File: src/rtl/trivium_par.sv
// ---------------------------------------------------------------------------
// trivium_par
//   Trivium keystream generator producing W keystream bits per clock.
//   The 288-bit state is loaded from key/IV, warmed up for INIT_ROUNDS
//   single steps (W per cycle, no output), then streams keystream words
//   through a valid/ready handshake for as long as the consumer wants them.
//
// Parameters
//   W            keystream bits per cycle (1, 2, 4, 8, 16, 32 or 64)
//   INIT_ROUNDS  warm-up steps; must be a non-zero multiple of W
//
// Ports
//   clk       in   single rising-edge clock
//   rst       in   asynchronous active-high reset
//   key       in   80-bit key, sampled when load is high
//   iv        in   80-bit IV, sampled when load is high
//   load      in   single-cycle (re)key request, honoured in every state
//   ks_ready  in   consumer accepts the current word on this edge
//   pt_data   in   W-bit plaintext (only with TRIVIUM_PAR_XOR_EN)
//   ks_valid  out  ks_data carries a valid word
//   ks_data   out  keystream word (bit 0 earliest in time), or
//                  keystream ^ pt_data with TRIVIUM_PAR_XOR_EN;
//                  all-zero whenever ks_valid is low
//   busy      out  warm-up in progress
//
// Configuration macro
//   TRIVIUM_PAR_XOR_EN  adds pt_data and XORs it into ks_data
//
// State bit s_i of the Trivium description is held in s_q[i-1].
// ---------------------------------------------------------------------------
module trivium_par #(
  parameter int W           = 8,
  parameter int INIT_ROUNDS = 1152
) (
  input  logic         clk,
  input  logic         rst,
  input  logic [79:0]  key,
  input  logic [79:0]  iv,
  input  logic         load,
  input  logic         ks_ready,
`ifdef TRIVIUM_PAR_XOR_EN
  input  logic [W-1:0] pt_data,
`endif
  output logic         ks_valid,
  output logic [W-1:0] ks_data,
  output logic         busy
);

  localparam int INIT_CYCLES = INIT_ROUNDS / W;
  localparam int CNT_W       = $clog2(INIT_CYCLES + 1);
  localparam logic [CNT_W-1:0] CNT_LAST = CNT_W'(INIT_CYCLES - 1);

  typedef enum logic [1:0] {
    IDLE,
    INIT,
    RUN
  } state_t;

  state_t           fsm_q;
  state_t           fsm_d;
  logic [287:0]     s_q;
  logic [287:0]     s_load;
  logic [287:0]     s_walk;
  logic [287:0]     s_adv;
  logic [CNT_W-1:0] cnt_q;
  logic [W-1:0]     ks_word;
  logic             advance;

  // Keystream bit of a state: z = t1 ^ t2 ^ t3 before the AND/feedback terms.
  function automatic logic trivium_z(input logic [287:0] s);
    return s[65] ^ s[92] ^ s[161] ^ s[176] ^ s[242] ^ s[287];
  endfunction

  // One Trivium step: three nonlinear feedbacks, each register shifts by one.
  function automatic logic [287:0] trivium_step(input logic [287:0] s);
    logic t1;
    logic t2;
    logic t3;
    t1 = s[65]  ^ s[92]  ^ (s[90]  & s[91])  ^ s[170];
    t2 = s[161] ^ s[176] ^ (s[174] & s[175]) ^ s[263];
    t3 = s[242] ^ s[287] ^ (s[285] & s[286]) ^ s[68];
    return {s[286:177], t2, s[175:93], t1, s[91:0], t3};
  endfunction

  // Key in s1..s80, IV in s94..s173, s286..s288 set, everything else clear.
  assign s_load = {3'b111, 112'b0, iv, 13'b0, key};

  // Unrolled chain of W single steps. Word bit j is z of the state after
  // j steps, so bit 0 is the earliest keystream bit; the end of the chain
  // is the state that follows once the whole word has been used.
  always_comb begin
    s_walk  = s_q;
    ks_word = '0;
    for (int j = 0; j < W; j++) begin
      ks_word[j] = trivium_z(s_walk);
      s_walk     = trivium_step(s_walk);
    end
    s_adv = s_walk;
  end

  // Warm-up steps every cycle; in RUN the state only moves on a handshake,
  // which keeps the presented word stable while the consumer stalls.
  assign advance  = (fsm_q == INIT) || ((fsm_q == RUN) && ks_ready);
  assign ks_valid = (fsm_q == RUN);
  assign busy     = (fsm_q == INIT);

  // FSM state register.
  always_ff @(posedge clk or posedge rst) begin
    if (rst) begin
      fsm_q <= IDLE;
    end else begin
      fsm_q <= fsm_d;
    end
  end

  // Next-state logic. A load request overrides everything, including a
  // handshake landing on the same edge: that word is still taken by the
  // consumer, and warm-up for the new key starts from the next cycle.
  always_comb begin
    fsm_d = fsm_q;
    case (fsm_q)
      IDLE:    fsm_d = IDLE;
      INIT:    if (cnt_q == CNT_LAST) fsm_d = RUN;
      RUN:     fsm_d = RUN;
      default: fsm_d = IDLE;
    endcase
    if (load) begin
      fsm_d = INIT;
    end
  end

  // Cipher state and warm-up counter. The counter saturates at its last
  // value so it cannot wrap while in INIT; RUN has no length limit.
  always_ff @(posedge clk or posedge rst) begin
    if (rst) begin
      s_q   <= '0;
      cnt_q <= '0;
    end else if (load) begin
      s_q   <= s_load;
      cnt_q <= '0;
    end else begin
      if (advance) begin
        s_q <= s_adv;
      end
      if ((fsm_q == INIT) && (cnt_q != CNT_LAST)) begin
        cnt_q <= cnt_q + CNT_W'(1);
      end
    end
  end

`ifdef TRIVIUM_PAR_XOR_EN
  // Plaintext path is combinational so data can be applied in the same
  // cycle it is presented; the zeroing rule still applies when not valid.
  assign ks_data = ks_valid ? (ks_word ^ pt_data) : '0;
`else
  assign ks_data = ks_valid ? ks_word : '0;
`endif

endmodule

File: config.mk
export PLATFORM = sky130hd
export DESIGN_NAME = trivium_par
export DESIGN_NICKNAME = d
export VERILOG_FILES = /design/src/rtl/trivium_par.sv
export SDC_FILE = /design/constraint.sdc
export NUM_CORES = 1
export LEC_CHECK = 0
export CORE_ASPECT_RATIO = 1.25
export CORE_MARGIN = 5
export CORE_UTILIZATION = 45
export DETAILED_ROUTE_END_ITERATION = 8
export GPL_ROUTABILITY_DRIVEN = 0
export PLACE_DENSITY = 0.65
export SYNTH_ARGS = -nofsm -noshare
export SYNTH_HDL_FRONTEND = slang
export SYNTH_SLANG_ARGS = --single-unit
File: constraint.sdc
create_clock -name clk -period 32.1 [get_ports clk]
set_input_delay 6.42 -clock clk [delete_from_list [all_inputs] [get_ports clk]]
set_output_delay 6.42 -clock clk [all_outputs]
set_load 0.02 [all_outputs]
* Yosys cells after proc, flatten, opt, wreduce, memory -nomap -nowiden
Cells that the tools add are included.
Word-level totals: register bits 298, input port bits 164, output and inout port bits 10, word-level logic and storage cells 150
Cells by class: add/sub/neg operators 1, equality and inequality tests 5, muxes and demuxes 8, bitwise gates (word level) 128, reduce and logical (&&, ||, !) cells 5
Operator list (count):
- $mux W288 | 2
- $xor A1 B1 Y1 | 104
- $and A1 B1 Y1 | 24
- $mux W8 | 3
- $add A8 B1 Y8 const B | 1
- $eq A8 B8 Y1 const B | 1
- $ne A8 B8 Y1 const B | 1
- $mux W2 | 2
- $pmux W2 S2 | 1
- $reduce_bool A2 Y1 | 2
- $ne A3 B2 Y1 const B | 1
- $eq A2 B1 Y1 const B | 1
- $eq A2 B2 Y1 const B | 1
- $logic_and A1 B1 Y1 | 2
- $logic_or A1 B1 Y1 | 1

* Depth between registers and ports, before layout
depth in word-level cells 6, gate-level depth with buffers 10, mapped depth without buffers 6

* Worst setup path before layout
OpenSTA, ideal clock, no wires.
path type flip-flop to output port, from reg s_q[65], to out ks_data[0], arrival time 1.176 ns, data required time 25.680 ns, setup slack 24.504 ns, stages on the path, launching flop included 5, buffers on the path 0, path through dfrtp_1 > xnor2_1 > xnor2_1 > xnor2_1 > and2_1
Between the ends: longest elaborated chain between the ends 6
Ends and longest elaborated chain:
- start: declaration | line 61 | logic [287:0] s_q;
- start signal: assignment | line 139 | s_q <= s_load;
- start signal: assignment | line 143 | s_q <= s_adv;
- $xor A1 B1 Y1 (5 in a row) | line 71 | return s[65] ^ s[92] ^ s[161] ^ s[176] ^ s[242] ^ s[287];
- $mux W8 | line 156 | assign ks_data = ks_valid ? ks_word : '0;
- end: declaration | line 45 | output logic [W-1:0] ks_data,
No other way between the ends.

* Worst setup path after layout
from in load, to reg s_q[266]
Between the ends: longest elaborated chain between the ends 1, elaborated cells on any way between the ends 2, classes of those cells mux: 1; reduce/logical: 1
Ends and longest elaborated chain:
- start: declaration | line 39 | input logic load,
- $mux W288 / $reduce_bool A2 Y1 (equally long branches)
Parallel ways exist; a longest one is shown, timed or not. A chain may end at the register's enable or synchronous reset.

==> impl_results.md <==
- Placed cells: 1,886
- Post-Syn Instances: 1,400
- Crit path kind: in -> reg
- Relative slew margins: 25.1%
- Post-Syn Nets: 1,567
- DR DRC count: 0
- P&R area growth vs syn: 19.3%
- Die Height: just over 200 um
- Power density cells: about 73 nW/um^2
- Top Ports: 174
- CP cell instances: clkbuf_8 -> inv_4 -> and3_4 -> buf_4 -> buf_4 -> o21ai_0
- R2R depth: 7
- Peak supply drop: 0.0380 mV
- Drt first-iter violations: a little over 700
- Setup TNS Final: 0 ns
- Syn Std Cell Area: 13,800 um^2
- Hpwl dp: 22,200 um
- Worst-path clk slew: 0.06 ns
- Postcts setup bufs: 0
- # diodes: 0
- Clock Sink Count: 298
- Synth Register Bits: 298
- CTS Buf Count: 30
- Async S/R FF share, synth: 100%
- Dominant cells by area after synthesis: dfrtp_1 54%, nand2_1 11%, mux2i_1 10%
- Root buffer cell: clkbuf_16
- Via count: 9,705
- Remaining antenna violation count: 0
- Status: complete, no violations
- Synth cell count leaders: 416 x nand2_1, 298 x dfrtp_1, 252 x o21ai_1
- Initial antenna violation count: 0
- CP max stage cell: buf_4
- Least-Margin Pin Slew: approximately 1.1 ns
- Synth Area per Inst: 9.85 um^2
- Max-cap violation count: 0
- Die area: 34,300 um^2
- Drt via density: ~5
- Most numerous cell in the Yosys netlist: nand2_1
- Largest net degree at the start of global routing: 145
- Crit end category: register
- Startpoint Class: primary input
- CTS Hold Buffers Added: 0
- Leak: approximately 7 nW
- Remaining global-route overflow: 0
- HP Class: reg -> reg
- CTS max path bufs: 3
- Nets: 1,684
- Fillers: 2,728
- Post-synth EDFFs: 0
- Skew-Pair Late Insertion Delay: 0.55 ns
- IO buf count: 173
- CP most frequent cell: buf_4
- Final cell count without fillers: ~1,900
- Clock skew: around 0.015 ns
- Avg WL per Cell: around 17 um
- Period utilization: 31.0%
- Count of cell types in the netlist: 33
- CTS tree: done
- Area leader, netlist: dfrtp_1
- Post-Route WL: around 33,000 um
- Vias in the first global route: roughly 9,700
- Final Hold Vio Count: 0
- Post-layout min period: 9.97 ns
- Final number of setup-violating endpoints: 0
- Yosys top cell area share: between 50% and 60%
- Chip width: 167 um
- First-pass GRT wire length: 52,700 um
- Max-slew violations: 0
- Crit-path max FO: roughly 130
- WP data arrival: 10.35 ns
- Sequential area share after synthesis: a little over half
- Synth Flop Type: dfrtp_1
- FP Rows: 71
- Core Footprint: approximately 30,000 um^2
- H-tree level count: 1
- Post-CTS resize count: 0
- Drt first pass iters: 5
- Initial core utilization: ~46%
- RSZ-0062 raised after global routing: false
- Share of layout cells above drive strength 1: around 4.6%
- CP required: 32.49 ns
- Total Routing Usage GR: about a fifth
- CP peak stage delay: 0.96 ns
- WHS Path Cells: 2
- Fmax achieved: about 100 MHz
- Syn. warnings: 0
-- worst max-delay path, delay by kind of cell --
kind / cells / cell delay (ns)
compound gates: 1 / 0.22
buf+inv: 4 / 2.72
simple gates: 1 / 0.86
-- per-stage QoR --
step | util [%] | hold slack, ns | setup slack [ns] | area [um^2] | power, mW
floorplan | - | 0.448 | 17.45 | 13800 | 0.780
global placement | 51.2 | 0.462 | 21.61 | 15500 | 0.857
detailed placement | 51.2 | 0.472 | 21.52 | 15500 | 0.867
CTS | 54.5 | 0.486 | 22.12 | 16500 | 1.22
global route | 54.5 | 0.497 | 21.62 | 16500 | 1.28
finish | 54.5 | 0.481 | 22.13 | 16500 | 1.20
-- routing by layer --
| layer | vias up | global-route usage, % | share of wire, % |
|---|---|---|---|
| met1 | 4576 | 26.1 | 46 |
| met2 | 193 | 31.4 | 48 |
| met4 | 0 | 4.36 | 1.7 |
| met5 | - | 0 | 0 |
| met3 | 37 | 2.92 | 4.4 |
| li1 | 4899 | - | - |
-- state kept, by name, summed over array words and instances, names as in the netlist --
register  count
fsm_q         2
cnt_q         8
s_q         288
-- worst paths after layout --
check	start	to	slack, ns
max	load	s_q[266]$_DFFE_PP0P_	22.13
max in group asynchronous	rst	s_q[97]$_DFFE_PP0P_	23.94
min reg2reg	s_q[275]$_DFFE_PP0P_	s_q[275]$_DFFE_PP0P_	0.48
min in group asynchronous	rst	s_q[20]$_DFFE_PP0P_	6.42
min	s_q[275]$_DFFE_PP0P_	s_q[275]$_DFFE_PP0P_	0.48
max reg2reg	fsm_q[0]$_DFFE_PP0P_	s_q[266]$_DFFE_PP0P_	28.14
-- where the power goes --
group | total (mW) | internal (mW) | switching (mW) | leakage [nW]
clock | 0.347 | 0.200 | 0.146 | 0.498
sequential | 0.551 | 0.475 | 0.0765 | 3.81
combinational | 0.307 | 0.133 | 0.174 | 2.72
-- layout make-up --
| cell class | instances | area, um^2 | area share (%) |
|---|---|---|---|
| Clock inverter | 14 | 101 | 0.616 |
| Clock buffer | 42 | 887 | 5.39 |
| Sequential cell | 298 | 7460 | 45.3 |
| Tap cell | 401 | 502 | 3.05 |
| Inverter | 5 | 28.8 | 0.175 |
| Multi-Input combinational cell | 1000 | 5680 | 34.5 |
| Timing Repair Buffer | 182 | 1800 | 11.0 |
-- cells by family after synthesis --
logic type / count (synthesis) / share of synthesized area (%)
flops: 298 / 54.1
buf+inv: 102 / 4.80
simple gates: 447 / 12.7
xor+xnor: 91 / 5.78
fa+ha+maj: 3 / 0.272
mux: 144 / 10.4
compound gates: 315 / 11.9
-- placed cells by master, fill, tap and decap left out --
cell type / n
a211oi_1: 1
a21oi_1: 21
a31oi_1: 1
a41o_1: 1
and2_1: 9
and3_4: 1
and4_1: 1
buf_4: 9
bufinv_16: 1
clkbuf_1: 4
clkbuf_16: 31
clkbuf_8: 8
clkdlybuf4s50_1: 172
clkinv_2: 11
clkinv_4: 1
clkinvlp_4: 1
dfrtp_1: 298
ha_1: 3
inv_1: 3
inv_4: 1
inv_8: 1
mux2i_1: 144
nand2_1: 416
nand3_1: 4
nand4_1: 3
nor2_1: 8
nor2_4: 1
nor3_1: 2
nor4b_4: 1
o21ai_0: 15
o21ai_1: 252
o22ai_1: 16
o31ai_1: 4
o31ai_2: 4
or3_1: 1
xnor2_1: 64
xor2_1: 27
(Power assumes the default switching activity.)
